==> src/rtl/fft_cbfp_pkg.sv <==
// Shared constants, sample-block type and read-engine state for the CBFP / FFT datapath.
// Types only; no logic, no latency, no flow control.
package fft_cbfp_pkg;

   localparam int DATA_WIDTH  = 12;
   localparam int SHIFT_WIDTH = 5;
   localparam int BLOCK_SIZE  = 8;

   typedef struct packed {
      logic [BLOCK_SIZE-1:0][DATA_WIDTH-1:0] r;
      logic [BLOCK_SIZE-1:0][DATA_WIDTH-1:0] q;
   } cplx_blk_t;

   typedef enum logic {
      RD_IDLE = 1'b0,
      RD_RUN  = 1'b1
   } rd_state_t;

endpackage

==> src/rtl/cbfp1_rbuf_bank.sv <==
// One frame bank: F entries of {add block, sub block, two exponents}, one write port, two async read ports.
// Write lands on the clock edge, reads are combinational; there is no flow control.
module cbfp1_rbuf_bank
   import fft_cbfp_pkg::*;
#(
   parameter int FRAME_CYCLES = 4,
   parameter int IW           = $clog2(FRAME_CYCLES)
) (
   input  logic                   clk,
   input  logic                   i_wr_en,
   input  logic [IW-1:0]          i_wr_idx,
   input  cplx_blk_t              i_wr_add,
   input  cplx_blk_t              i_wr_sub,
   input  logic [SHIFT_WIDTH-1:0] i_wr_exp_add,
   input  logic [SHIFT_WIDTH-1:0] i_wr_exp_sub,
   input  logic [IW-1:0]          i_rd0_idx,
   output cplx_blk_t              o_rd0_add,
   output cplx_blk_t              o_rd0_sub,
   output logic [SHIFT_WIDTH-1:0] o_rd0_exp_add,
   output logic [SHIFT_WIDTH-1:0] o_rd0_exp_sub,
   input  logic [IW-1:0]          i_rd1_idx,
   output cplx_blk_t              o_rd1_add,
   output cplx_blk_t              o_rd1_sub,
   output logic [SHIFT_WIDTH-1:0] o_rd1_exp_add,
   output logic [SHIFT_WIDTH-1:0] o_rd1_exp_sub
);

   cplx_blk_t              r_add     [FRAME_CYCLES];
   cplx_blk_t              r_sub     [FRAME_CYCLES];
   logic [SHIFT_WIDTH-1:0] r_exp_add [FRAME_CYCLES];
   logic [SHIFT_WIDTH-1:0] r_exp_sub [FRAME_CYCLES];

   // Contents are don't-care after reset, so the store carries no reset.
   always_ff @(posedge clk) begin
      if (i_wr_en) begin
         r_add[i_wr_idx]     <= i_wr_add;
         r_sub[i_wr_idx]     <= i_wr_sub;
         r_exp_add[i_wr_idx] <= i_wr_exp_add;
         r_exp_sub[i_wr_idx] <= i_wr_exp_sub;
      end
   end

   assign o_rd0_add     = r_add[i_rd0_idx];
   assign o_rd0_sub     = r_sub[i_rd0_idx];
   assign o_rd0_exp_add = r_exp_add[i_rd0_idx];
   assign o_rd0_exp_sub = r_exp_sub[i_rd0_idx];
   assign o_rd1_add     = r_add[i_rd1_idx];
   assign o_rd1_sub     = r_sub[i_rd1_idx];
   assign o_rd1_exp_add = r_exp_add[i_rd1_idx];
   assign o_rd1_exp_sub = r_exp_sub[i_rd1_idx];

endmodule

==> src/rtl/cbfp1_reorder_buf.sv <==
// Ping-pong frame buffer replaying F add/sub beats as stride-halved top/bot pairs with their exponents.
// Beat 0 leaves one edge after the last input beat; no backpressure, valid_mod2 runs F cycles per frame.
module cbfp1_reorder_buf #(
   parameter int BLOCK_SIZE   = 8,
   parameter int DATA_WIDTH   = 12,
   parameter int SHIFT_WIDTH  = 5,
   parameter int FRAME_CYCLES = 4
) (
   input  logic                          clk,
   input  logic                          rstn,
   input  logic                          valid_mod1,
   input  logic signed [DATA_WIDTH-1:0]  din_R_add [BLOCK_SIZE],
   input  logic signed [DATA_WIDTH-1:0]  din_Q_add [BLOCK_SIZE],
   input  logic signed [DATA_WIDTH-1:0]  din_R_sub [BLOCK_SIZE],
   input  logic signed [DATA_WIDTH-1:0]  din_Q_sub [BLOCK_SIZE],
   input  logic        [SHIFT_WIDTH-1:0] shift_add,
   input  logic        [SHIFT_WIDTH-1:0] shift_sub,
   output logic signed [DATA_WIDTH-1:0]  dout_R_top [BLOCK_SIZE],
   output logic signed [DATA_WIDTH-1:0]  dout_Q_top [BLOCK_SIZE],
   output logic signed [DATA_WIDTH-1:0]  dout_R_bot [BLOCK_SIZE],
   output logic signed [DATA_WIDTH-1:0]  dout_Q_bot [BLOCK_SIZE],
   output logic        [SHIFT_WIDTH-1:0] exp_top,
   output logic        [SHIFT_WIDTH-1:0] exp_bot,
   output logic                          valid_mod2,
   output logic                          frame_start
);

   import fft_cbfp_pkg::*;

   localparam int             IW     = $clog2(FRAME_CYCLES);
   localparam logic [IW-1:0]  LAST   = IW'(FRAME_CYCLES - 1);
   localparam logic [IW-1:0]  HALF_I = IW'(FRAME_CYCLES / 2);

   cplx_blk_t w_din_add, w_din_sub;

   always_comb begin
      w_din_add = '0;
      w_din_sub = '0;
      for (int i = 0; i < BLOCK_SIZE; i++) begin
         w_din_add.r[i] = din_R_add[i];
         w_din_add.q[i] = din_Q_add[i];
         w_din_sub.r[i] = din_R_sub[i];
         w_din_sub.q[i] = din_Q_sub[i];
      end
   end

   logic [IW-1:0] r_wr_cnt;
   logic          r_wr_bank;
   logic          w_launch;

   assign w_launch = valid_mod1 && (r_wr_cnt == LAST);

   always_ff @(posedge clk or negedge rstn) begin
      if (!rstn) begin
         r_wr_cnt  <= '0;
         r_wr_bank <= 1'b0;
      end else if (valid_mod1) begin
         if (w_launch) begin
            r_wr_cnt  <= '0;
            r_wr_bank <= ~r_wr_bank;
         end else begin
            r_wr_cnt  <= r_wr_cnt + 1'b1;
         end
      end
   end

   logic [IW-1:0]          w_top_idx, w_bot_idx;
   cplx_blk_t              w_rd0_add [2];
   cplx_blk_t              w_rd0_sub [2];
   cplx_blk_t              w_rd1_add [2];
   cplx_blk_t              w_rd1_sub [2];
   logic [SHIFT_WIDTH-1:0] w_rd0_exp_add [2];
   logic [SHIFT_WIDTH-1:0] w_rd0_exp_sub [2];
   logic [SHIFT_WIDTH-1:0] w_rd1_exp_add [2];
   logic [SHIFT_WIDTH-1:0] w_rd1_exp_sub [2];

   for (genvar b = 0; b < 2; b++) begin : g_bank
      cbfp1_rbuf_bank #(
         .FRAME_CYCLES (FRAME_CYCLES),
         .IW           (IW)
      ) u_bank (
         .clk           (clk),
         .i_wr_en       (valid_mod1 && (r_wr_bank == 1'(b))),
         .i_wr_idx      (r_wr_cnt),
         .i_wr_add      (w_din_add),
         .i_wr_sub      (w_din_sub),
         .i_wr_exp_add  (shift_add),
         .i_wr_exp_sub  (shift_sub),
         .i_rd0_idx     (w_top_idx),
         .o_rd0_add     (w_rd0_add[b]),
         .o_rd0_sub     (w_rd0_sub[b]),
         .o_rd0_exp_add (w_rd0_exp_add[b]),
         .o_rd0_exp_sub (w_rd0_exp_sub[b]),
         .i_rd1_idx     (w_bot_idx),
         .o_rd1_add     (w_rd1_add[b]),
         .o_rd1_sub     (w_rd1_sub[b]),
         .o_rd1_exp_add (w_rd1_exp_add[b]),
         .o_rd1_exp_sub (w_rd1_exp_sub[b])
      );
   end

   rd_state_t     r_state, w_state_nxt;
   logic [IW-1:0] r_beat, w_beat_nxt;
   logic          r_rd_bank, w_rd_bank_nxt;
   logic          w_load;

   always_ff @(posedge clk or negedge rstn) begin
      if (!rstn) begin
         r_state   <= RD_IDLE;
         r_beat    <= '0;
         r_rd_bank <= 1'b0;
      end else begin
         r_state   <= w_state_nxt;
         r_beat    <= w_beat_nxt;
         r_rd_bank <= w_rd_bank_nxt;
      end
   end

   // A launch on the final RUN beat chains straight into the next frame.
   always_comb begin
      w_state_nxt   = r_state;
      w_beat_nxt    = r_beat;
      w_rd_bank_nxt = r_rd_bank;
      w_load        = 1'b0;
      case (r_state)
         RD_IDLE: begin
            if (w_launch) begin
               w_state_nxt   = RD_RUN;
               w_beat_nxt    = '0;
               w_rd_bank_nxt = r_wr_bank;
            end
         end
         RD_RUN: begin
            w_load = 1'b1;
            if (r_beat == LAST) begin
               w_beat_nxt = '0;
               if (w_launch) begin
                  w_rd_bank_nxt = r_wr_bank;
               end else begin
                  w_state_nxt   = RD_IDLE;
               end
            end else begin
               w_beat_nxt = r_beat + 1'b1;
            end
         end
         default: w_state_nxt = RD_IDLE;
      endcase
   end

   logic w_second;

   assign w_second  = (r_beat >= HALF_I);
   assign w_top_idx = w_second ? (r_beat - HALF_I) : r_beat;
   assign w_bot_idx = w_second ? r_beat : (r_beat + HALF_I);

   cplx_blk_t              r_top, r_bot;
   logic [SHIFT_WIDTH-1:0] r_exp_top, r_exp_bot;
   logic                   r_vld, r_fstart;

   always_ff @(posedge clk or negedge rstn) begin
      if (!rstn) begin
         r_top     <= '0;
         r_bot     <= '0;
         r_exp_top <= '0;
         r_exp_bot <= '0;
         r_vld     <= 1'b0;
         r_fstart  <= 1'b0;
      end else begin
         r_vld    <= w_load;
         r_fstart <= w_load && (r_beat == '0);
         if (w_load) begin
            r_top     <= w_second ? w_rd0_sub[r_rd_bank]     : w_rd0_add[r_rd_bank];
            r_bot     <= w_second ? w_rd1_sub[r_rd_bank]     : w_rd1_add[r_rd_bank];
            r_exp_top <= w_second ? w_rd0_exp_sub[r_rd_bank] : w_rd0_exp_add[r_rd_bank];
            r_exp_bot <= w_second ? w_rd1_exp_sub[r_rd_bank] : w_rd1_exp_add[r_rd_bank];
         end
      end
   end

   always_comb begin
      for (int i = 0; i < BLOCK_SIZE; i++) begin
         dout_R_top[i] = r_top.r[i];
         dout_Q_top[i] = r_top.q[i];
         dout_R_bot[i] = r_bot.r[i];
         dout_Q_bot[i] = r_bot.q[i];
      end
   end

   assign exp_top     = r_exp_top;
   assign exp_bot     = r_exp_bot;
   assign valid_mod2  = r_vld;
   assign frame_start = r_fstart;

   // Refilling a bank needs at least F beats, so a launch can only land on the last read beat.
   a_no_collision: assert property (@(posedge clk) disable iff (!rstn)
      !(w_launch && (r_state == RD_RUN) && (r_beat != LAST)));

endmodule

==> config.mk <==
export PLATFORM = sky130hd
export DESIGN_NAME = cbfp1_reorder_buf
export DESIGN_NICKNAME = d
export VERILOG_FILES = /design/src/rtl/fft_cbfp_pkg.sv /design/src/rtl/cbfp1_rbuf_bank.sv /design/src/rtl/cbfp1_reorder_buf.sv
export SDC_FILE = /design/constraint.sdc
export NUM_CORES = 2
export LEC_CHECK = 0
export CAP_MARGIN = 30
export CORE_MARGIN = 4
export CORE_UTILIZATION = 59
export CTS_BUF_LIST = sky130_fd_sc_hd__clkbuf_4 sky130_fd_sc_hd__clkbuf_8 sky130_fd_sc_hd__clkbuf_16
export DETAILED_ROUTE_END_ITERATION = 16
export PLACE_DENSITY = 0.88
export SYNTH_ARGS = -nofsm -noshare
export SYNTH_HDL_FRONTEND = slang
export SYNTH_SLANG_ARGS = --single-unit
export TNS_END_PERCENT = 1
==> constraint.sdc <==
create_clock -name clk -period 22.1 [get_ports clk]
set_clock_uncertainty 0.05 [all_clocks]
set_input_delay 2.21 -clock clk [delete_from_list [all_inputs] [get_ports clk]]
set_output_delay 2.21 -clock clk [all_outputs]
set_load 0.05 [all_outputs]
# After elaboration in Yosys (flattened, before gate mapping)
# Memory sizes are Yosys's and may differ from the RTL's.
# Cells that the tools add are included.
[totals] output_inout_bits=396 n_memories=8 reg_bits=403 mem_bits_rw=3152
[mem_list] name="g_bank[0].u_bank.r_add" words=4 width=192 rd=2 rd_ports_with_merged_regs=0 write_ports=1 line="cbfp1_rbuf_bank.sv:28" text="cplx_blk_t r_add [FRAME_CYCLES];"
[mem_list] name="g_bank[0].u_bank.r_sub" words=4 width=192 rd=2 rd_ports_with_merged_regs=0 write_ports=1 line="cbfp1_rbuf_bank.sv:29" text="cplx_blk_t r_sub [FRAME_CYCLES];"
[mem_list] name="g_bank[1].u_bank.r_add" words=4 width=192 rd=2 rd_ports_with_merged_regs=0 write_ports=1 line="cbfp1_rbuf_bank.sv:28"
[mem_list] name="g_bank[1].u_bank.r_sub" words=4 width=192 rd=2 rd_ports_with_merged_regs=0 write_ports=1 line="cbfp1_rbuf_bank.sv:29"
[mem_list] name="g_bank[0].u_bank.r_exp_add" words=4 width=5 rd=2 rd_ports_with_merged_regs=0 write_ports=1 line="cbfp1_rbuf_bank.sv:30" text="logic [SHIFT_WIDTH-1:0] r_exp_add [FRAME_CYCLES];"
[mem_list] name="g_bank[0].u_bank.r_exp_sub" words=4 width=5 rd=2 rd_ports_with_merged_regs=0 write_ports=1 line="cbfp1_rbuf_bank.sv:31" text="logic [SHIFT_WIDTH-1:0] r_exp_sub [FRAME_CYCLES];"
[mem_list] name="2 more memories"
[op_classes] eq_ne=4 magnitude_cmp=2 n_reduce_logical=6 n_addsub=4 n_bitwise=3 mux=45
[op_table] cell="two-way mux 192 bit" n=14
[op_table] cell="two-way mux 5 bit" n=14
[op_table] cell="two-way mux 2 bit" n=5
[op_table] cell="two-way mux 1 bit" n=9
[op_table] cell="adder 2 x 1 -> 2 bit, second input constant" n=2
[op_table] cell="== test 2 bit, second input constant" n=2
[op_table] cell=">= comparator 2 bit, second input constant" n=2
[op_table] cell="logical AND 1 bit" n=4
[op_table] cell="case mux 1 bit (2 select lines)" n=2
[op_table] cell="case mux 2 bit (2 select lines)" n=1
[op_table] cell="adder 2 bit, second input constant" n=1
[op_table] cell="logical NOT 2 bit" n=1
[op_table] cell="!= test 2 x 1 -> 1 bit, second input constant" n=1
[op_table] cell="!= test 2 bit, second input constant" n=1
[op_table] cell="inverter 1 bit" n=2
[op_table] cell="inverter 1 -> 2 bit" n=1
[op_table] cell="AND reduction 2 bit" n=1
[op_table] cell="subtractor 2 bit, second input constant" n=1

# Logic depth before layout (Yosys ltp)
# An unclocked memory read counts as a cell.
[logic_depth] word_depth=7 depth_mapped=13 depth_no_buf=6

# Cells and area by module
# From an unflattened synthesis, not the netlist that was laid out.
[unflattened] hier_cells=6436 hier_area_um2=157367.2
[by_module_without_submodules] mod="cbfp1_rbuf_bank" area_each_um2=66470.0 seq_area_each_um2=47325.4 instances=2 cells_per_inst=2544
[by_module_without_submodules] mod="cbfp1_reorder_buf" area_each_um2=24427.2 seq_area_each_um2=10084.7 instances=1 cells_per_inst=1348

# Worst setup path after synthesis
# Ideal clock, no wire load.
[synth_path] path_type="in2reg" start="input port valid_mod1" end="memory g_bank[0].u_bank.r_add[1][0] (netlist name) (enable)" path_stages=3 arrival_ns=18.798 setup_time_ns=1.157 n_path_buf=1 setup_slack_ns=2.095 path_cell_list="clkbuf_1 nand2_1 nor2_1"
[synth_between] elab_chain_cells=3
[synth_rtl] element="start: declaration" line="cbfp1_reorder_buf.sv:11" text="input logic valid_mod1,"
[synth_rtl] element="logical AND 1 bit" line="cbfp1_reorder_buf.sv:83" text=".i_wr_en (valid_mod1 && (r_wr_bank == 1'(b))),"
[synth_rtl] element="two-way mux 1 bit" line="cbfp1_rbuf_bank.sv:35" text="if (i_wr_en) begin"
[synth_rtl] element="two-way mux 1 bit (not written as such)" line="cbfp1_rbuf_bank.sv:36" text="r_add[i_wr_idx] <= i_wr_add;"
[synth_rtl] element="end: declaration" line="cbfp1_rbuf_bank.sv:28"
# Every way passes these cells.

# Worst setup path after layout
[layout_path] start="register r_beat[0]" end="register r_bot (netlist bit dout_Q_bot[49])"
[layout_between] elab_chain_cells=7
[layout_rtl] element="start: declaration" line="cbfp1_reorder_buf.sv:103" text="logic [IW-1:0] r_beat, w_beat_nxt;"
[layout_rtl] element="start signal: assignment" line="cbfp1_reorder_buf.sv:114" text="r_beat <= w_beat_nxt;"
[layout_rtl] element="adder 2 bit / >= comparator 2 bit (equally long branches)" line="cbfp1_reorder_buf.sv:154, cbfp1_reorder_buf.sv:152"
[layout_rtl] element="two-way mux 2 bit" line="cbfp1_reorder_buf.sv:154" text="assign w_bot_idx = w_second ? r_beat : (r_beat + HALF_I);"
[layout_rtl] element="memory (4 x 192 bit), on equally long branches"
[layout_rtl] element="two-way mux 192 bit (not written as such) (3 in series)" line="cbfp1_reorder_buf.sv:173" text="r_bot <= w_second ? w_rd1_sub[r_rd_bank] : w_rd1_add[r_rd_bank];"
[layout_rtl] element="two-way mux 192 bit (*)" line="cbfp1_reorder_buf.sv:173"
[layout_rtl] element="end signal: assignment" line="cbfp1_reorder_buf.sv:173"
[layout_rtl] element="end: declaration" line="cbfp1_reorder_buf.sv:156" text="cplx_blk_t r_top, r_bot;"
# Mark *: on every way between the ends. The rest lies on a longest branch, timed or not. The select of a mux whose other input is x is not followed.
# A chain may end at the register's enable or synchronous reset.

==> metrics.md <==
| Metric | Value |
|---|---|
| Status | completed |
| Post-synth top area share | 70.8% |
| Reg clk slew, reported paths | 70 ps |
| Synth async-reset ratio | 11.3% |
| Max rail drop VDD | 0.172 mV |
| Max clock buf depth | 4 |
| Area growth syn-to-layout | 17.3% |
| Largest cells by area after synthesis | edfxtp_1, dfrtp_1, mux4_2 |
| # hold bufs at CTS | 0 |
| Fin. Hold Viols | 0 |
| Maxcap violations | 0 |
| Max stage delay on crit path | 820 ps |
| HP Start | dout_Q_top[77] |
| Core Box Area | 225,000 sq um |
| Number of global-route vias before repair | 76,889 |
| Reg-to-reg endpoint | dout_Q_bot[49] |
| Number of synthesized flops with an enable pin | 3,152 |
| Leakage | 0.0530 uW |
| GRT Overall Usage | 30.1% |
| Netlist Area Pre-Place | 134,000 sq um |
| Power per Cell Area | 150 nW/um^2 |
| Reg-to-reg critical path startpoint | r_beat[0] |
| Clk root buf | clkbuf_16 |
| Worst Max-Slew Pin Slew | 1170 ps |
| Vias/cell | 6.77 |
| Synth Area in Compound Gates | 4.74% |
| Site row count | 174 |
| Gpl congestion | 0.808 |
| Synthesized net count | 7,294 |
| CP arrival | 7970 ps |
| Synth Area in Adders | 0.0655% |
| Syn Inst Count | 6,890 |
| Postcts setup bufs | 0 |
| Drt first-iter violations | 10,949 |
| TritonCTS clock tree | done |
| # setup viols final | 0 |
| Max FO, Critical Path | 138 |
| Placed Instance Area | 145,000 sq um |
| Setup_tns | 0 ps |
| CP endpoint kind | flip-flop |
| Yosys reg bits | 3,555 |
| Post-synth top cells | edfxtp_1, mux2i_1, dfrtp_1 |
| Most frequent cell after synthesis | edfxtp_1 |
| Worst hold endpoint | dout_Q_top[77] |
| Mux cell area share after synthesis | 12.8% |
| Port bufs | 792 |
| Top delay family on crit path | buffers and inverters |
| H-tree Lvls | 5 |
| Die height | 484 um |
| Period utilization | 32.6% |
| Synth Area in Simple Gates | 2.46% |
| Wirelength, routed | 364,000 um |
| RSZ-0062 raised after global routing | no |
| Worst path slowest cell | dfrtp_4 |
| Design area | 157,000 sq um |
| Skew-Pair Late Insertion Delay | 960 ps |
| HPWL Detailed | 188,000 um |
| Maximum clock rate | 139 MHz |
| Average size of a mapped cell | 19.4 sq um |
| Num CTS Buffers | 351 |
| Critical path class | reg -> reg |
| Layout cells sized above 1 | 13.9% |
| GRT overflow | 0 |
| Cell breakdown of the critical path | inv_1 -> ha_4 -> or2_4 -> buf_16 -> buf_12 -> buf_12 -> buf_4 -> buf_16 -> buf_4 -> buf_16 -> mux4_2 -> and2_1 -> o22a_1 |
| Initial antenna violation count | 82 |
| Largest family of logic cells by synthesized area | multiplexers |
| Minimum clock period | 7200 ps |
| Max-slew headroom | 21.7% |
| Slew Limit Fails | 0 |
| Synth cell types | 37 |
| CP most frequent cell | buf_16 |
| Seq/Total Area, Yosys | 78.4% |
| Crit path buf inv count | 8 |
| CP Data Required Time | 22,870 ps |
| Reg2Reg Depth | 13 |
| CTS resizes | 0 |
| Routed vias | 75,118 |
| Die Width | 484 um |
| Drt pass-1 iters | 6 |
| First-pass GRT wire length | 524,000 um |
| Drt wl/cell | 32.8 um |
| Die area | 234,000 sq um |
| Startpoint types | flip-flop |
| Initial Util | 59.4% |
| Antenna viol nets, final | 0 |
| Most used DFF post-synth | edfxtp_1 |
| Pin count of the biggest net entering global routing | 161 |
| Ys Warns | 0 |
| Final nets | 8,149 |
| Largest area contributor in the netlist | edfxtp_1 |
| Worst R2R Setup Slack | 14,900 ps |
| Worst hold stages | 1 |
| Synth Area in XOR/XNOR | 0.00655% |
| Hold Crit Class | reg -> reg |
| DRC Markers | 0 |
| Clock sinks | 3,555 |
| I/O pin count | 793 |
-- layout make-up --
| cell class | instances | area [sq um] |
|---|---|---|
| Sequential cell | 3555 | 105000 |
| Fill cell | 12101 | 68400 |
| Multi-Input combinational cell | 2914 | 26900 |
| Clock buffer | 471 | 10000 |
| Timing Repair Buffer | 914 | 9430 |
| Tap cell | 2992 | 3740 |
| Clock inverter | 159 | 1630 |
| Antenna cell | 76 | 190 |
| Inverter | 9 | 36.3 |
-- worst max-delay path by stage --
stage | to | startpoint | slack, ps | depth (start not counted)
after global placement | dout_Q_top[17] | r_beat[0] | 14720 | 10
after detailed placement | dout_Q_top[34] | r_beat[0] | 14540 | 10
after floorplan | g_bank[0].u_bank.r_add[1][0] | valid_mod1 | 2100 | 3
after global routing | dout_Q_bot[49] | r_beat[0] | 14710 | 13
after CTS | dout_Q_top[34] | r_beat[0] | 14380 | 10
final | dout_Q_bot[49] | r_beat[0] | 14900 | 13
-- stage by stage --
stage                     utilization, %  power (uW)  cells  hold WS (ps)  setup slack (ps)
after floorplan                        -       14900   6890           329              2100
after global placement              64.1       16700  10363           429             14720
after detailed placement            64.2       17100  10370           436             14540
final                               69.6       23500  11090           455             14900
after global routing                69.6       24200  11066           467             14710
after CTS                           69.4       23400  11000           462             14380
-- metal layers --
| layer | vias to the layer above | GRT usage [%] | routed length, um |
|---|---|---|---|
| met5 | - | 0 | 167 |
| met4 | 30 | 14.1 | 19600 |
| li1 | 29420 | - | - |
| met2 | 6219 | 48.7 | 180000 |
| met1 | 38294 | 38.5 | 120000 |
| met3 | 1155 | 7.95 | 44300 |
-- where the power goes --
| part | total [uW] | internal (uW) | leakage [uW] | switching (uW) |
|---|---|---|---|---|
| registers | 9310 | 8550 | 0.0332 | 757 |
| clock network | 6080 | 3520 | 0.00578 | 2560 |
| logic | 8150 | 2940 | 0.0141 | 5210 |
| total | 23500 | 15000 | 0.0530 | 8530 |
-- sequential cells by signal (all words and copies together) (netlist names), 2 cells and up --
name / cells
dout_Q_bot: 96
dout_Q_top: 96
dout_R_bot: 96
dout_R_top: 96
exp_bot: 5
exp_top: 5
g_bank.u_bank.r_add: 1536
g_bank.u_bank.r_exp_add: 40
g_bank.u_bank.r_exp_sub: 40
g_bank.u_bank.r_sub: 1536
r_beat: 2
r_wr_cnt: 2
-- cell families after synthesis --
group	Yosys count
multiplexers	1234
flip-flops	3555
buffers and inverters	421
AO/OA/AOI/OAI	864
AND/OR/NAND/NOR	808
XOR/XNOR	1
adder cells (fa/ha/maj)	7
-- worst reg2reg max path, cell delays in order (launching register included) --
cell and delay (ps):
dfrtp_4 820, inv_1 480, ha_4 800, or2_4 530, buf_16 280, buf_12 590, buf_12 1000, buf_4 660
buf_16 310, buf_4 430, buf_16 330, mux4_2 420, and2_1 200, o22a_1 200
-- cells in the final DEF (no fill, tap or decap), drive strengths merged, types with 3 or more instances in the layout --
cell / Yosys / routed
a31oi: 297 / 297
nand3: 3 / 3
clkinvlp: 0 / 23
clkbuf: 200 / 471
o22ai: 35 / 35
inv: 8 / 20
buf: 212 / 123
nor2: 346 / 346
edfxtp: 3152 / 3152
o221ai: 51 / 51
mux4: 382 / 382
clkdlybuf4s50: 0 / 791
and3: 4 / 4
a21oi: 63 / 63
o22a: 336 / 336
nor2b: 37 / 37
dfrtp: 403 / 403
ha: 7 / 7
and2: 51 / 51
diode: 0 / 76
nand2: 363 / 363
bufinv: 0 / 28
o311ai: 34 / 34
mux2i: 851 / 851
clkinv: 1 / 97
o21ai: 43 / 43
(Power assumes the default switching activity.)
